### config.mk
export PLATFORM = sky130hd
export DESIGN_NAME = seq_pattern_rx
export DESIGN_NICKNAME = d
export VERILOG_FILES = /design/src/rtl/seq_sig_pkg.sv /design/src/rtl/sig_bit_sampler.sv /design/src/rtl/seq_pattern_rx.sv
export SDC_FILE = /design/constraint.sdc
export NUM_CORES = 1
export LEC_CHECK = 0
export BUFFER_PORTS_ARGS = -buffer_cell sky130_fd_sc_hd__buf_2
export CAP_MARGIN = 20
export CORE_ASPECT_RATIO = 0.8
export CORE_MARGIN = 3
export CORE_UTILIZATION = 51
export DETAILED_ROUTE_END_ITERATION = 6
export PLACE_DENSITY = 0.69
export RECOVER_POWER = 25
export SLEW_MARGIN = 20
export SYNTH_ARGS = -nofsm -noshare
export SYNTH_HDL_FRONTEND = slang
export SYNTH_SLANG_ARGS = --single-unit
### constraint.sdc
create_clock -name iCLK -period 3.55 [get_ports iCLK]
set_input_delay 0.8875 -clock iCLK [delete_from_list [all_inputs] [get_ports iCLK]]
set_output_delay 0.8875 -clock iCLK [all_outputs]
set_load 0.1 [all_outputs]
### src/rtl/seq_sig_pkg.sv
// Shared definitions for both ends of the 12-bit serial signature link.
// The generator and the receiver import the same signature constants.
package seq_sig_pkg;

  localparam int PAT_W = 12;
  localparam logic [PAT_W-1:0] PATTERN = 12'b000100010110;

  localparam int DEF_BIT_CLKS = 500000;
  localparam int DEF_CNT_W    = 19;

  typedef enum logic {
    HUNT   = 1'b0,
    LOCKED = 1'b1
  } state_t;

endpackage

### src/rtl/sig_bit_sampler.sv
// Synchronises the asynchronous signature line, recovers bit phase from edges
// and samples each bit at mid-period.
module sig_bit_sampler #(
  parameter int BIT_CLKS = 500000,
  parameter int CNT_W    = 19
) (
  input  logic clk,
  input  logic rst_n,
  input  logic sig,
  output logic samp_stb,
  output logic samp_bit,
  output logic data_bit,
  output logic data_vld
);

  localparam logic [CNT_W-1:0] CNT_LAST = CNT_W'(BIT_CLKS - 1);
  localparam logic [CNT_W-1:0] CNT_SAMP = CNT_W'(BIT_CLKS / 2 - 1);

  logic             sync1_reg, sync2_reg, sync3_reg;
  logic [CNT_W-1:0] cnt_reg, cnt_next;
  logic             data_bit_reg, data_bit_next;
  logic             data_vld_reg, data_vld_next;
  logic             sig_edge;

  assign sig_edge = sync2_reg ^ sync3_reg;

  // An edge re-centres the phase and always beats a coincident sample.
  always_comb begin
    cnt_next      = cnt_reg + CNT_W'(1);
    data_bit_next = data_bit_reg;
    data_vld_next = 1'b0;
    samp_stb      = 1'b0;
    samp_bit      = sync2_reg;
    if (sig_edge) begin
      cnt_next = '0;
    end else begin
      if (cnt_reg == CNT_LAST) begin
        cnt_next = '0;
      end
      if (cnt_reg == CNT_SAMP) begin
        samp_stb      = 1'b1;
        data_bit_next = sync2_reg;
        data_vld_next = 1'b1;
      end
    end
  end

  always_ff @(posedge clk or negedge rst_n) begin
    if (!rst_n) begin
      sync1_reg    <= 1'b0;
      sync2_reg    <= 1'b0;
      sync3_reg    <= 1'b0;
      cnt_reg      <= '0;
      data_bit_reg <= 1'b0;
      data_vld_reg <= 1'b0;
    end else begin
      sync1_reg    <= sig;
      sync2_reg    <= sync1_reg;
      sync3_reg    <= sync2_reg;
      cnt_reg      <= cnt_next;
      data_bit_reg <= data_bit_next;
      data_vld_reg <= data_vld_next;
    end
  end

  assign data_bit = data_bit_reg;
  assign data_vld = data_vld_reg;

endmodule

### src/rtl/seq_pattern_rx.sv
// Signature link receiver: hunts for the signature, then tracks frame
// alignment bit by bit and counts mismatches.
module seq_pattern_rx #(
  parameter int                 BIT_CLKS = seq_sig_pkg::DEF_BIT_CLKS,
  parameter int                 PAT_W    = seq_sig_pkg::PAT_W,
  parameter logic [PAT_W-1:0]   PATTERN  = seq_sig_pkg::PATTERN,
  parameter int                 CNT_W    = seq_sig_pkg::DEF_CNT_W
) (
  input  logic       iCLK,
  input  logic       iRST_N,
  input  logic       iSIG,
  output logic       oBIT,
  output logic       oBIT_VLD,
  output logic       oLOCK,
  output logic       oFRAME,
  output logic       oERR,
  output logic [7:0] oERRCNT
);

  import seq_sig_pkg::state_t;
  import seq_sig_pkg::HUNT;
  import seq_sig_pkg::LOCKED;

  localparam int IDX_W = $clog2(PAT_W);
  localparam logic [IDX_W-1:0] IDX_LAST = IDX_W'(PAT_W - 1);

  logic samp_stb, samp_bit;

  sig_bit_sampler #(
    .BIT_CLKS (BIT_CLKS),
    .CNT_W    (CNT_W)
  ) u_sampler (
    .clk      (iCLK),
    .rst_n    (iRST_N),
    .sig      (iSIG),
    .samp_stb (samp_stb),
    .samp_bit (samp_bit),
    .data_bit (oBIT),
    .data_vld (oBIT_VLD)
  );

  state_t           state_reg, state_next;
  logic [PAT_W-1:0] sr_reg, sr_next, sr_upd;
  logic [IDX_W-1:0] idx_reg, idx_next;
  logic             frame_reg, frame_next;
  logic             err_reg, err_next;
  logic [7:0]       errcnt_reg, errcnt_next;
  logic             exp_bit;

  assign sr_upd  = {sr_reg[PAT_W-2:0], samp_bit};
  assign exp_bit = PATTERN[IDX_LAST - idx_reg];

  always_comb begin
    state_next  = state_reg;
    sr_next     = sr_reg;
    idx_next    = idx_reg;
    frame_next  = 1'b0;
    err_next    = 1'b0;
    errcnt_next = errcnt_reg;
    if (samp_stb) begin
      sr_next = sr_upd;
      unique case (state_reg)
        HUNT: begin
          if (sr_upd == PATTERN) begin
            state_next = LOCKED;
            idx_next   = '0;
            frame_next = 1'b1;
          end
        end
        LOCKED: begin
          if (samp_bit == exp_bit) begin
            if (idx_reg == IDX_LAST) begin
              idx_next   = '0;
              frame_next = 1'b1;
            end else begin
              idx_next = idx_reg + IDX_W'(1);
            end
          end else begin
            state_next = HUNT;
            idx_next   = '0;
            err_next   = 1'b1;
            if (errcnt_reg != 8'hFF) begin
              errcnt_next = errcnt_reg + 8'd1;
            end
          end
        end
        default: state_next = HUNT;
      endcase
    end
  end

  always_ff @(posedge iCLK or negedge iRST_N) begin
    if (!iRST_N) begin
      state_reg  <= HUNT;
      sr_reg     <= '0;
      idx_reg    <= '0;
      frame_reg  <= 1'b0;
      err_reg    <= 1'b0;
      errcnt_reg <= 8'd0;
    end else begin
      state_reg  <= state_next;
      sr_reg     <= sr_next;
      idx_reg    <= idx_next;
      frame_reg  <= frame_next;
      err_reg    <= err_next;
      errcnt_reg <= errcnt_next;
    end
  end

  assign oLOCK   = (state_reg == LOCKED);
  assign oFRAME  = frame_reg;
  assign oERR    = err_reg;
  assign oERRCNT = errcnt_reg;

endmodule

==> results of run 1 <==
final cells by class:
type | count | area share (%)
sequential | 49 | 47.0
multi-input combinational | 178 | 42.3
timing repair buffer | 18 | 3.84
clock buffer | 7 | 3.31
tap | 57 | 2.73
inverter | 6 | 0.863
per-stage QoR:
stage	instances	hold slack, ns	total power (W)	util, %
detailed placement	308	0.338	0.000620	58.2
floorplan	239	0.331	0.000602	-
CTS	315	0.358	0.000947	60.1
finish	315	0.353	0.000935	60.2
global route	315	0.363	0.000980	60.2
global placement	308	0.333	0.000619	58.2
logic make-up after synthesis:
group	count (synthesis)
buf+inv	12
mux	4
xor+xnor	21
simple gates	129
flops	49
compound gates	20
fa+ha+maj	4
cell usage after synthesis (all sizes together) (3+ instances only):
cell / n / area [um2]
nand4: 8 / 50.1
ha: 4 / 50.1
nor3: 11 / 60.1
nand4b: 3 / 26.3
a21oi: 5 / 25.0
inv: 6 / 22.5
o21ai: 8 / 40.0
and4: 3 / 26.3
nand2: 46 / 173
nand3: 13 / 65.1
nor2: 18 / 67.6
nor4: 6 / 65.1
clkbuf: 3 / 11.3
xor2: 11 / 96.3
dfrtp: 49 / 1230
xnor2: 10 / 87.6
and3: 4 / 27.5
or3: 4 / 25.0
critical path, stage by stage (launching register included):
cell and delay, ns:
dfrtp_1 0.43, or4b_2 0.70, nor4_2 0.33, nand2_1 0.09
buf_4 0.21, nor3_1 0.21, mux2_2 0.35
worst max-delay path by stage:
stage               cells after the start  slack [ns]                   from         end
detailed placement                      6        1.12  u_sampler.cnt_reg[13]  oERRCNT[6]
global placement                        6        1.18  u_sampler.cnt_reg[13]  oERRCNT[6]
finish                                  6        1.13  u_sampler.cnt_reg[13]  oERRCNT[6]
global route                            6        0.98  u_sampler.cnt_reg[13]  oERRCNT[6]
floorplan                               5        1.31  u_sampler.cnt_reg[13]  oERRCNT[6]
CTS                                     6        1.11  u_sampler.cnt_reg[13]  oERRCNT[6]
power by group through the flow:
stage	clock [W]	combinational (W)	sequential [W]
after detailed placement	0	0.0000367	0.000583
after global placement	0	0.0000365	0.000583
final	0.000326	0.0000363	0.000572
after CTS	0.000338	0.0000367	0.000572
after floorplan	0	0.0000199	0.000582
after global routing	0.000364	0.0000426	0.000573
per-layer routing:
metal	vias to the layer above	part of all wire (%)
met5	-	0
met1	829	56
met3	8	3.6
met2	35	39
met4	0	1.3
li1	873	-
==> impl_metrics.json, run 1 <==
{
  "worstSkewPairLatency_ns": 0.30,
  "synthCells": 239,
  "antenna_cells": 0,
  "finClkSkew_ns": 0.00597,
  "initialDrtViolationCount": 118,
  "setup_tns_ns": 0,
  "cts_resized": 0,
  "yosysUniqueCellTypes": 43,
  "grt_pass1_vias": 1636,
  "slew_violations": 0,
  "synth-simple-area-share_pct": 29.3,
  "clk_pin_slew_ns": 0.08,
  "root_buffer": "clkbuf_8",
  "critPathLaunchType": "register",
  "hold_path.class": "register to register",
  "clock.fmax_ghz": 0.413,
  "critical_path_arrival_ns": 2.61,
  "die_w_um": 82.4,
  "seqCellArea_um2": 1230,
  "io_buffers": 15,
  "setup_viol": 0,
  "max-cap-violations": 0,
  "ios": 16,
  "clockPowerShare_pct": 34.9,
  "p_leak_nw": 1.20,
  "max_slew.worst_pin.slew_ns": 0.637,
  "dieArea_um2": 5530,
  "antenna_left": 0,
  "final_cell_mix": "dfrtp_1, nand2_1, nor2_1, buf_2, nand3_1",
  "grt_usage_pct": 18.3,
  "rsz0062_at_grt": "no",
  "synthFlopType": "dfrtp_1",
  "ys_ff_latch": 49,
  "pre_cts_ws_ns": 1.12,
  "antenna_found_initial": 0,
  "critPathRequiredTime_ns": 3.74,
  "fin_crit_ns": 2.42,
  "muxShareOfSynthArea_pct": 1.79,
  "drt-total-wl_um": 4400,
  "met1_usage_pct": 28.6,
  "drive_gt1_share_pct": 14.7,
  "busiest_layer": "met1",
  "grt_pass1_wl_um": 7680,
  "grt-ovfl-total": 0,
  "rr_startpoint": "u_sampler.cnt_reg[13]",
  "die_h_um": 67.1,
  "clockBufferDepth": 2,
  "dr_total_vias": 1745,
  "switching_power_w": 0.000206,
  "synth_edf_count": 0,
  "pwr-share-comb_pct": 3.9,
  "holdPathStages": 0,
  "post-route-drc-count": 0,
  "vias_per_cell": 5.54,
  "p_per_area_nw_per_um2": 358,
  "globalRouteMet3Util_pct": 4.19,
  "synthAdderAreaFrac_pct": 2.10,
  "cts_tree": "yes",
  "min-delay-start": "u_sampler.sync1_reg",
  "synth_fp_nets": 246,
  "hold_buffers": 0,
  "crit_fanout": 18,
  "ys_seq_area_share_pct": 51.5,
  "gp_congestion": 0.903,
  "syn_area_per_cell_um2": 9.96,
  "cp-end-kind": "register",
  "post_cts_buffers": 0,
  "cts.sinks": 49,
  "h-tree-depth": 2,
  "async_flop_share_pct": 100,
  "netlist_area_um2": 2380,
  "fill_cells": 384,
  "finalInstanceArea_um2": 2610,
  "multi_input_area_um2": 1100,
  "r2r_slack_ns": 1.13,
  "worst_ir_drop_vdd_uv": 250,
  "finalCritPeriodShare_pct": 68.3,
  "critPathKind": "register to register",
  "hpwlAfterDp_um": 2960,
  "intPower_w": 0.000729,
  "largest_register_ffs": 19,
  "final_nets": 265,
  "pwr-share-seq_pct": 61.2,
  "wire_per_inst_um": 14.0,
  "min_to": "u_sampler.samp_bit",
  "layout_commonest_cell": "dfrtp_1",
  "initial_core_util_pct": 54.9,
  "yosysWarningCount": 0,
  "synth_compound_area_share_pct": 5.15,
  "rr_endpoint": "oERRCNT[6]",
  "core-area_um2": 4340,
  "dr.pass1.iters": 6,
  "area.growth.synth_to_final_pct": 9.67,
  "fp-row-count": 21,
  "r2r.worst_path.cells": 6,
  "met2_usage_pct": 24.7,
  "placed_area_um2": 2520,
  "grt_max_degree": 50,
  "synth_top_family_by_area": "simple AND/OR/NAND/NOR gates",
  "setup_ws_ns": 1.13,
  "synthXorXnorAreaFrac_pct": 7.73,
  "slew_headroom_pct": 57.4,
  "switching_share_pct": 22.0,
  "cts_made_buffers": 5,
  "status": "finished, final reports clean",
  "finalHoldViolCount": 0
}
No activity file was read; power rests on OpenSTA's default activity.
==> inputs of run 2 (changes only) <==
Settings changed: PLACE_DENSITY 0.69 to 0.72.
Clock period 3.55 ns to 2.2 ns, I/O delays scaled along.
==> run 2 against run 1 <==
- hold slack hardly changed
- routed wire length rose by 7.3%
- clock-buffer cell count is the same
- sequential power rose by 61%
- combinational power rose by 81%
- cell area grew 7.9%
- sequential cell count did not move
- final cell count increased by 7.3%
- critical path type unchanged
==> impl_metrics.json, run 2 (synthesis results as in run 1) <==
{
  "largest_register_ffs": 19,
  "hpwlAfterDp_um": 3370,
  "r2r.worst_path.cells": 5,
  "grt-ovfl-total": 0,
  "fin_cells": 338,
  "wl_met2_um": 1980,
  "critPathRequiredTime_ns": 2.43,
  "post-route-drc-count": 0,
  "fp-row-count": 21,
  "cts_made_buffers": 5,
  "antenna_left": 0,
  "grt_usage_pct": 18.7,
  "clockPowerShare_pct": 35.3,
  "pwr-share-comb_pct": 4.3,
  "grt_pass1_vias": 1671,
  "crit_fanout": 4,
  "drt-total-wl_um": 4720,
  "dp_cells": 328,
  "layout_commonest_cell": "dfrtp_1",
  "dr_total_vias": 1834,
  "final_nets": 287,
  "hold_ws_ns": 0.353,
  "holdPathStages": 1,
  "finClkSkew_ns": 0.00721,
  "pwr-share-seq_pct": 60.4,
  "slew_headroom_pct": 28.1,
  "wire_per_inst_um": 14.0,
  "io_buffers": 15,
  "clock.fmax_ghz": 0.467,
  "slew_violations": 0,
  "path_delay_family": "simple AND/OR/NAND/NOR gates",
  "crit_buf_inv": 0,
  "initial_core_util_pct": 54.9,
  "die_w_um": 82.4,
  "area.growth.synth_to_final_pct": 18.3,
  "core-area_um2": 4340,
  "status": "finished, final reports clean",
  "critPathMaxStageDelay_ns": 0.58,
  "pre_cts_ws_ns": -0.0914,
  "drive_gt1_share_pct": 23.8,
  "ios": 16,
  "p_per_area_nw_per_um2": 542,
  "hold_path.class": "primary input to register",
  "cts.sinks": 49,
  "antenna_found_initial": 0,
  "rsz0062_at_grt": "yes",
  "finalCritPeriodShare_pct": 97.3,
  "p_leak_nw": 1.32,
  "setup_ws_ns": 0.0603,
  "initialDrtViolationCount": 116,
  "cts_tree": "yes",
  "fill_cells": 356,
  "fin_crit_ns": 2.14,
  "clk_pin_slew_ns": 0.09,
  "die_h_um": 67.1,
  "worst_ir_drop_vdd_uv": 314,
  "cp_num_cells": 5,
  "grt_pass1_wl_um": 7840,
  "slowest_stage": "or4_4",
  "h-tree-depth": 2,
  "worstSkewPairLatency_ns": 0.30,
  "final_cell_mix": "dfrtp_1, nand2_1, buf_4, nor2_1, buf_2",
  "max-cap-violations": 0,
  "wl_met3_um": 229,
  "cp-end-kind": "register",
  "root_buffer": "clkbuf_8",
  "highest_layer": "met4",
  "grt_max_degree": 30,
  "switching_share_pct": 22.3,
  "antenna_cells": 0,
  "worstPathCellList": "nor4_2 -> or3b_4 -> or4_4 -> nor3_2 -> xor2_1",
  "finalHoldViolCount": 0,
  "setup_viol": 0,
  "vias_per_cell": 5.43,
  "dieArea_um2": 5530,
  "critPathKind": "register to register",
  "finalPower_w": 0.00153,
  "met1Wirelength_um": 2460,
  "critPathLaunchType": "register",
  "max_slew.worst_pin.slew_ns": 1.08,
  "switching_power_w": 0.000341,
  "dr.pass1.iters": 4,
  "clockBufferDepth": 2,
  "gp_congestion": 0.821,
  "intPower_w": 0.00119,
  "critical_path_arrival_ns": 2.37
}
-- run 2: changes by cell type in the layout (fill, tap and decap cells not counted), moves of 2 or more --
cell      delta
nor3_1       -3
clkbuf_1     +2
dfrtp_1      -2
dfrtp_2      +2
buf_4       +19
nor3_2       +2
-- run 2: timing repair --
action / CTS / global route
hold buffers: 0 / 0
endpoints found under the setup margin: 3 / 5
buffers inserted: 2 / 0
resized for setup: 2 / 5
pin swaps: 4 / 1
cloned: 0 / 0
-- run 2: layout make-up --
type / count / area, um2 / area share, %
flip-flops and latches: 49 / 1230 / 43.6
multi-input cells: 178 / 1140 / 40.6
repair buffers: 40 / 255 / 9.06
clock buffers: 7 / 86.3 / 3.07
well taps: 57 / 71.3 / 2.53
inverters: 6 / 22.5 / 0.800
clock inverters: 1 / 7.51 / 0.267
-- run 2: final timing paths --
check                                      end                  from  slack [ns]
setup / recovery                    oERRCNT[5]  u_sampler.cnt_reg[5]        0.06
hold / removal             u_sampler.sync1_reg                  iSIG        0.35
setup reg to reg                    oERRCNT[5]  u_sampler.cnt_reg[5]        0.06
hold reg to reg             u_sampler.samp_bit   u_sampler.sync1_reg        0.36
max in group asynchronous           oERRCNT[1]                iRST_N        0.48
min in group asynchronous           oERRCNT[4]                iRST_N        0.42
-- run 2: metal layers --
| layer | GRT usage (%) | vias to the layer above |
|---|---|---|
| met4 | 4.36 | 0 |
| met2 | 27.8 | 47 |
| met3 | 4.86 | 9 |
| li1 | - | 919 |
| met1 | 27.3 | 859 |
| met5 | 0 | - |
-- run 2: stage by stage --
step / setup TNS (ns) / util, % / area, um2
floorplan: 0 / - / 2390
global placement: 0 / 62.1 / 2690
detailed placement: -0.101 / 62.1 / 2690
CTS: 0 / 64.8 / 2810
global route: -0.0805 / 65.0 / 2820
finish: 0 / 65.0 / 2820
-- run 2: power groups by stage --
| stage | clock network [W] | registers, W | logic [W] |
|---|---|---|---|
| floorplan | 0 | 0.000939 | 0.0000328 |
| global placement | 0 | 0.000939 | 0.0000711 |
| detailed placement | 0 | 0.000939 | 0.0000711 |
| CTS | 0.000569 | 0.000921 | 0.0000716 |
| global route | 0.000601 | 0.000924 | 0.0000745 |
| finish | 0.000539 | 0.000921 | 0.0000658 |
==> inputs of run 3 (changes only) <==
Settings changed: GPL_ROUTABILITY_DRIVEN from default to 0, SYNTH_HIERARCHICAL from default to 1.
==> run 3 against run 2 <==
- the run now ends with setup timing left
- clock-buffer cell count decreased by 2
- via count decreased by 7.2%
- sequential share of layout area shrank 0.91 points
- sequential power grew 2%
- routed wire length decreased by 1.6%
- core utilization is 3.6 points higher
- critical path type unchanged
==> impl_metrics.json, run 3 <==
{
  "drive_gt1_share_pct": 36.0,
  "switching_power_w": 0.000371,
  "slew_headroom_pct": 19.8,
  "root_buffer": "clkbuf_8",
  "netlist_area_um2": 2330,
  "grt_usage_pct": 19.7,
  "finClkSkew_ns": 0.0127,
  "pwr-share-seq_pct": 52.3,
  "cp-end-kind": "register",
  "synthCells": 202,
  "fin_crit_ns": 2.28,
  "grt_pass1_wl_um": 8070,
  "synth_fp_nets": 209,
  "antenna_left": 0,
  "die_w_um": 81.6,
  "violations": "setup timing",
  "dr.pass1.iters": 6,
  "synth.largest_area_cell": "dfrtp_1",
  "ys_seq_area_share_pct": 53.6,
  "grt_max_degree": 51,
  "fill_cells": 325,
  "drt-total-wl_um": 4650,
  "final_cell_mix": "dfrtp_1, buf_4, nor2_1, xor2_1, buf_2",
  "area.growth.synth_to_final_pct": 25.9,
  "yosysWarningCount": 6,
  "path_common_cell": "nand4_1",
  "dieArea_um2": 5430,
  "clock.fmax_ghz": 0.438,
  "fin_cells": 315,
  "post-route-drc-count": 0,
  "synthFlopType": "dfrtp_1",
  "final_nets": 264,
  "critPathMaxStageDelay_ns": 0.37,
  "dr_total_vias": 1702,
  "synth_edf_count": 0,
  "antenna_found_initial": 0,
  "switching_share_pct": 20.6,
  "dp_cells": 299,
  "pwr-share-comb_pct": 5.1,
  "initial_core_util_pct": 54.5,
  "netlist.area_leader.share_pct": 53.6,
  "yosysUniqueCellTypes": 42,
  "ios": 16,
  "initialDrtViolationCount": 117,
  "setup_ws_ns": -0.0833,
  "clockPowerShare_pct": 42.6,
  "hold_path.class": "primary input to register",
  "p_leak_nw": 1.43,
  "critPathKind": "register to register",
  "worstPathCellList": "ha_2 -> and3_4 -> nand4_1 -> nor3_4 -> nor4b_4 -> nand4_1 -> and2_4 -> nand3b_1 -> o311ai_1",
  "layout_commonest_cell": "dfrtp_1",
  "setup_tns_ns": -0.195,
  "wire_per_inst_um": 14.8,
  "p_per_area_nw_per_um2": 612,
  "fp-row-count": 21,
  "clockBufferDepth": 2,
  "largest_register_ffs": 19,
  "crit_fanout": 3,
  "die_h_um": 66.5,
  "finalCritPeriodShare_pct": 104,
  "hpwlAfterDp_um": 3130,
  "grt_pass1_vias": 1668,
  "critPathLaunchType": "register",
  "io_buffers": 15,
  "pre_cts_ws_ns": -0.0992,
  "vias_per_cell": 5.40,
  "ys_top_cells_by_count": "dfrtp_1, nor2_1, xor2_1",
  "cts_made_buffers": 5,
  "clk_pin_slew_ns": 0.10,
  "cts.sinks": 50,
  "synth_area_leaders": "dfrtp_1, xor2_1, mux2_2",
  "synth.most_common_cell": "dfrtp_1",
  "critical_path_arrival_ns": 2.48,
  "worstSkewPairLatency_ns": 0.30,
  "async_flop_share_pct": 100,
  "intPower_w": 0.00142,
  "slowest_stage": "dfrtp_1",
  "rsz0062_at_grt": "yes",
  "cts_tree": "yes",
  "worst_ir_drop_vdd_uv": 479,
  "status": "finished, violations left",
  "finalHoldViolCount": 0,
  "ys_ff_latch": 50,
  "h-tree-depth": 2,
  "grt-ovfl-total": 0,
  "syn_area_per_cell_um2": 11.5,
  "critPathRequiredTime_ns": 2.40,
  "antenna_cells": 0,
  "setup_viol": 3,
  "max_slew.worst_pin.slew_ns": 1.20,
  "max-cap-violations": 0,
  "core-area_um2": 4280,
  "slew_violations": 0
}
## run 3: cell types whose count changed in the layout (fill, tap and decap cells not counted), sizes merged, moves of 4 or more
cell / delta
buf: +15
clkbuf: -4
mux2: +12
nand2: -34
nand3: -4
nor3: -8
xnor2: -6
xor2: +6
## run 3: cells by family after synthesis
kind of cell / Yosys count / share of synthesized area, %
AO/OA/AOI/OAI: 19 / 5.15
XOR/XNOR: 21 / 7.89
adder cells (fa/ha/maj): 4 / 2.15
buffers and inverters: 11 / 2.63
flip-flops: 50 / 53.6
multiplexers: 14 / 6.76
AND/OR/NAND/NOR: 83 / 21.8
## run 3: per-layer routing
| metal | up-vias | share of wire [%] | routed length [um] | GRT usage (%) |
|---|---|---|---|---|
| li1 | 842 | - | - | - |
| met1 | 837 | 52 | 2400 | 29.5 |
| met2 | 17 | 45 | 2080 | 28.7 |
| met3 | 6 | 2.6 | 120 | 4.05 |
| met4 | 0 | 1.1 | 53 | 6.22 |
| met5 | - | 0 | 0 | 0 |
## run 3: layout make-up
class | instances | area [um2] | share of cell area, %
inverter | 6 | 22.5 | 0.767
multi-input combinational | 141 | 1090 | 37.2
sequential | 50 | 1250 | 42.7
timing repair buffer | 53 | 358 | 12.2
clock inverter | 3 | 68.8 | 2.34
tap | 57 | 71.3 | 2.43
clock buffer | 5 | 68.8 | 2.34
## run 3: worst max-delay path: cells and delay by family, from the launching register on
kind | cells | cell delay (ns)
fa+ha+maj | 1 | 0.18
simple gates | 7 | 1.37
compound gates | 1 | 0.26
flops | 1 | 0.37
## run 3: path summary, 6_finish.rpt
check,startpoint,to,slack [ns],depth (start not counted)
max,u_sampler/cnt_reg[1],idx_reg[3],-0.08,9
min,iSIG,u_sampler/sync1_reg,0.34,1
max reg2reg,u_sampler/cnt_reg[1],idx_reg[3],-0.08,9
min reg2reg,u_sampler/sync1_reg,u_sampler/samp_bit,0.36,0
max in group asynchronous,iRST_N,oERRCNT[0],0.83,2
min in group asynchronous,iRST_N,oERRCNT[4],0.57,2
## run 3: per-stage QoR
step	hold slack [ns]	cell area (um2)	total power [W]	util (%)
after floorplan	0.254	2360	0.000988	-
after global placement	0.333	2690	0.00104	62.8
after detailed placement	0.336	2690	0.00104	62.8
after CTS	0.337	2890	0.00180	67.5
after global routing	0.326	2940	0.00186	68.5
final	0.345	2940	0.00180	68.5
## run 3: power by group through the flow
stage / Sequential (W) / Clock [W] / Combinational (W)
after floorplan: 0.000956 / 0 / 0.0000315
after CTS: 0.000938 / 0.000774 / 0.0000876
after global routing: 0.000940 / 0.000812 / 0.000104
after global placement: 0.000955 / 0 / 0.0000837
after detailed placement: 0.000956 / 0 / 0.0000844
final: 0.000938 / 0.000765 / 0.0000924
## run 3: timing repair
item / CTS / global route
buffers inserted: 6 / 3
pin swaps: 6 / 4
gates resized for setup: 4 / 5
hold buffers: 0 / 0
setup endpoints to repair: 6 / 12
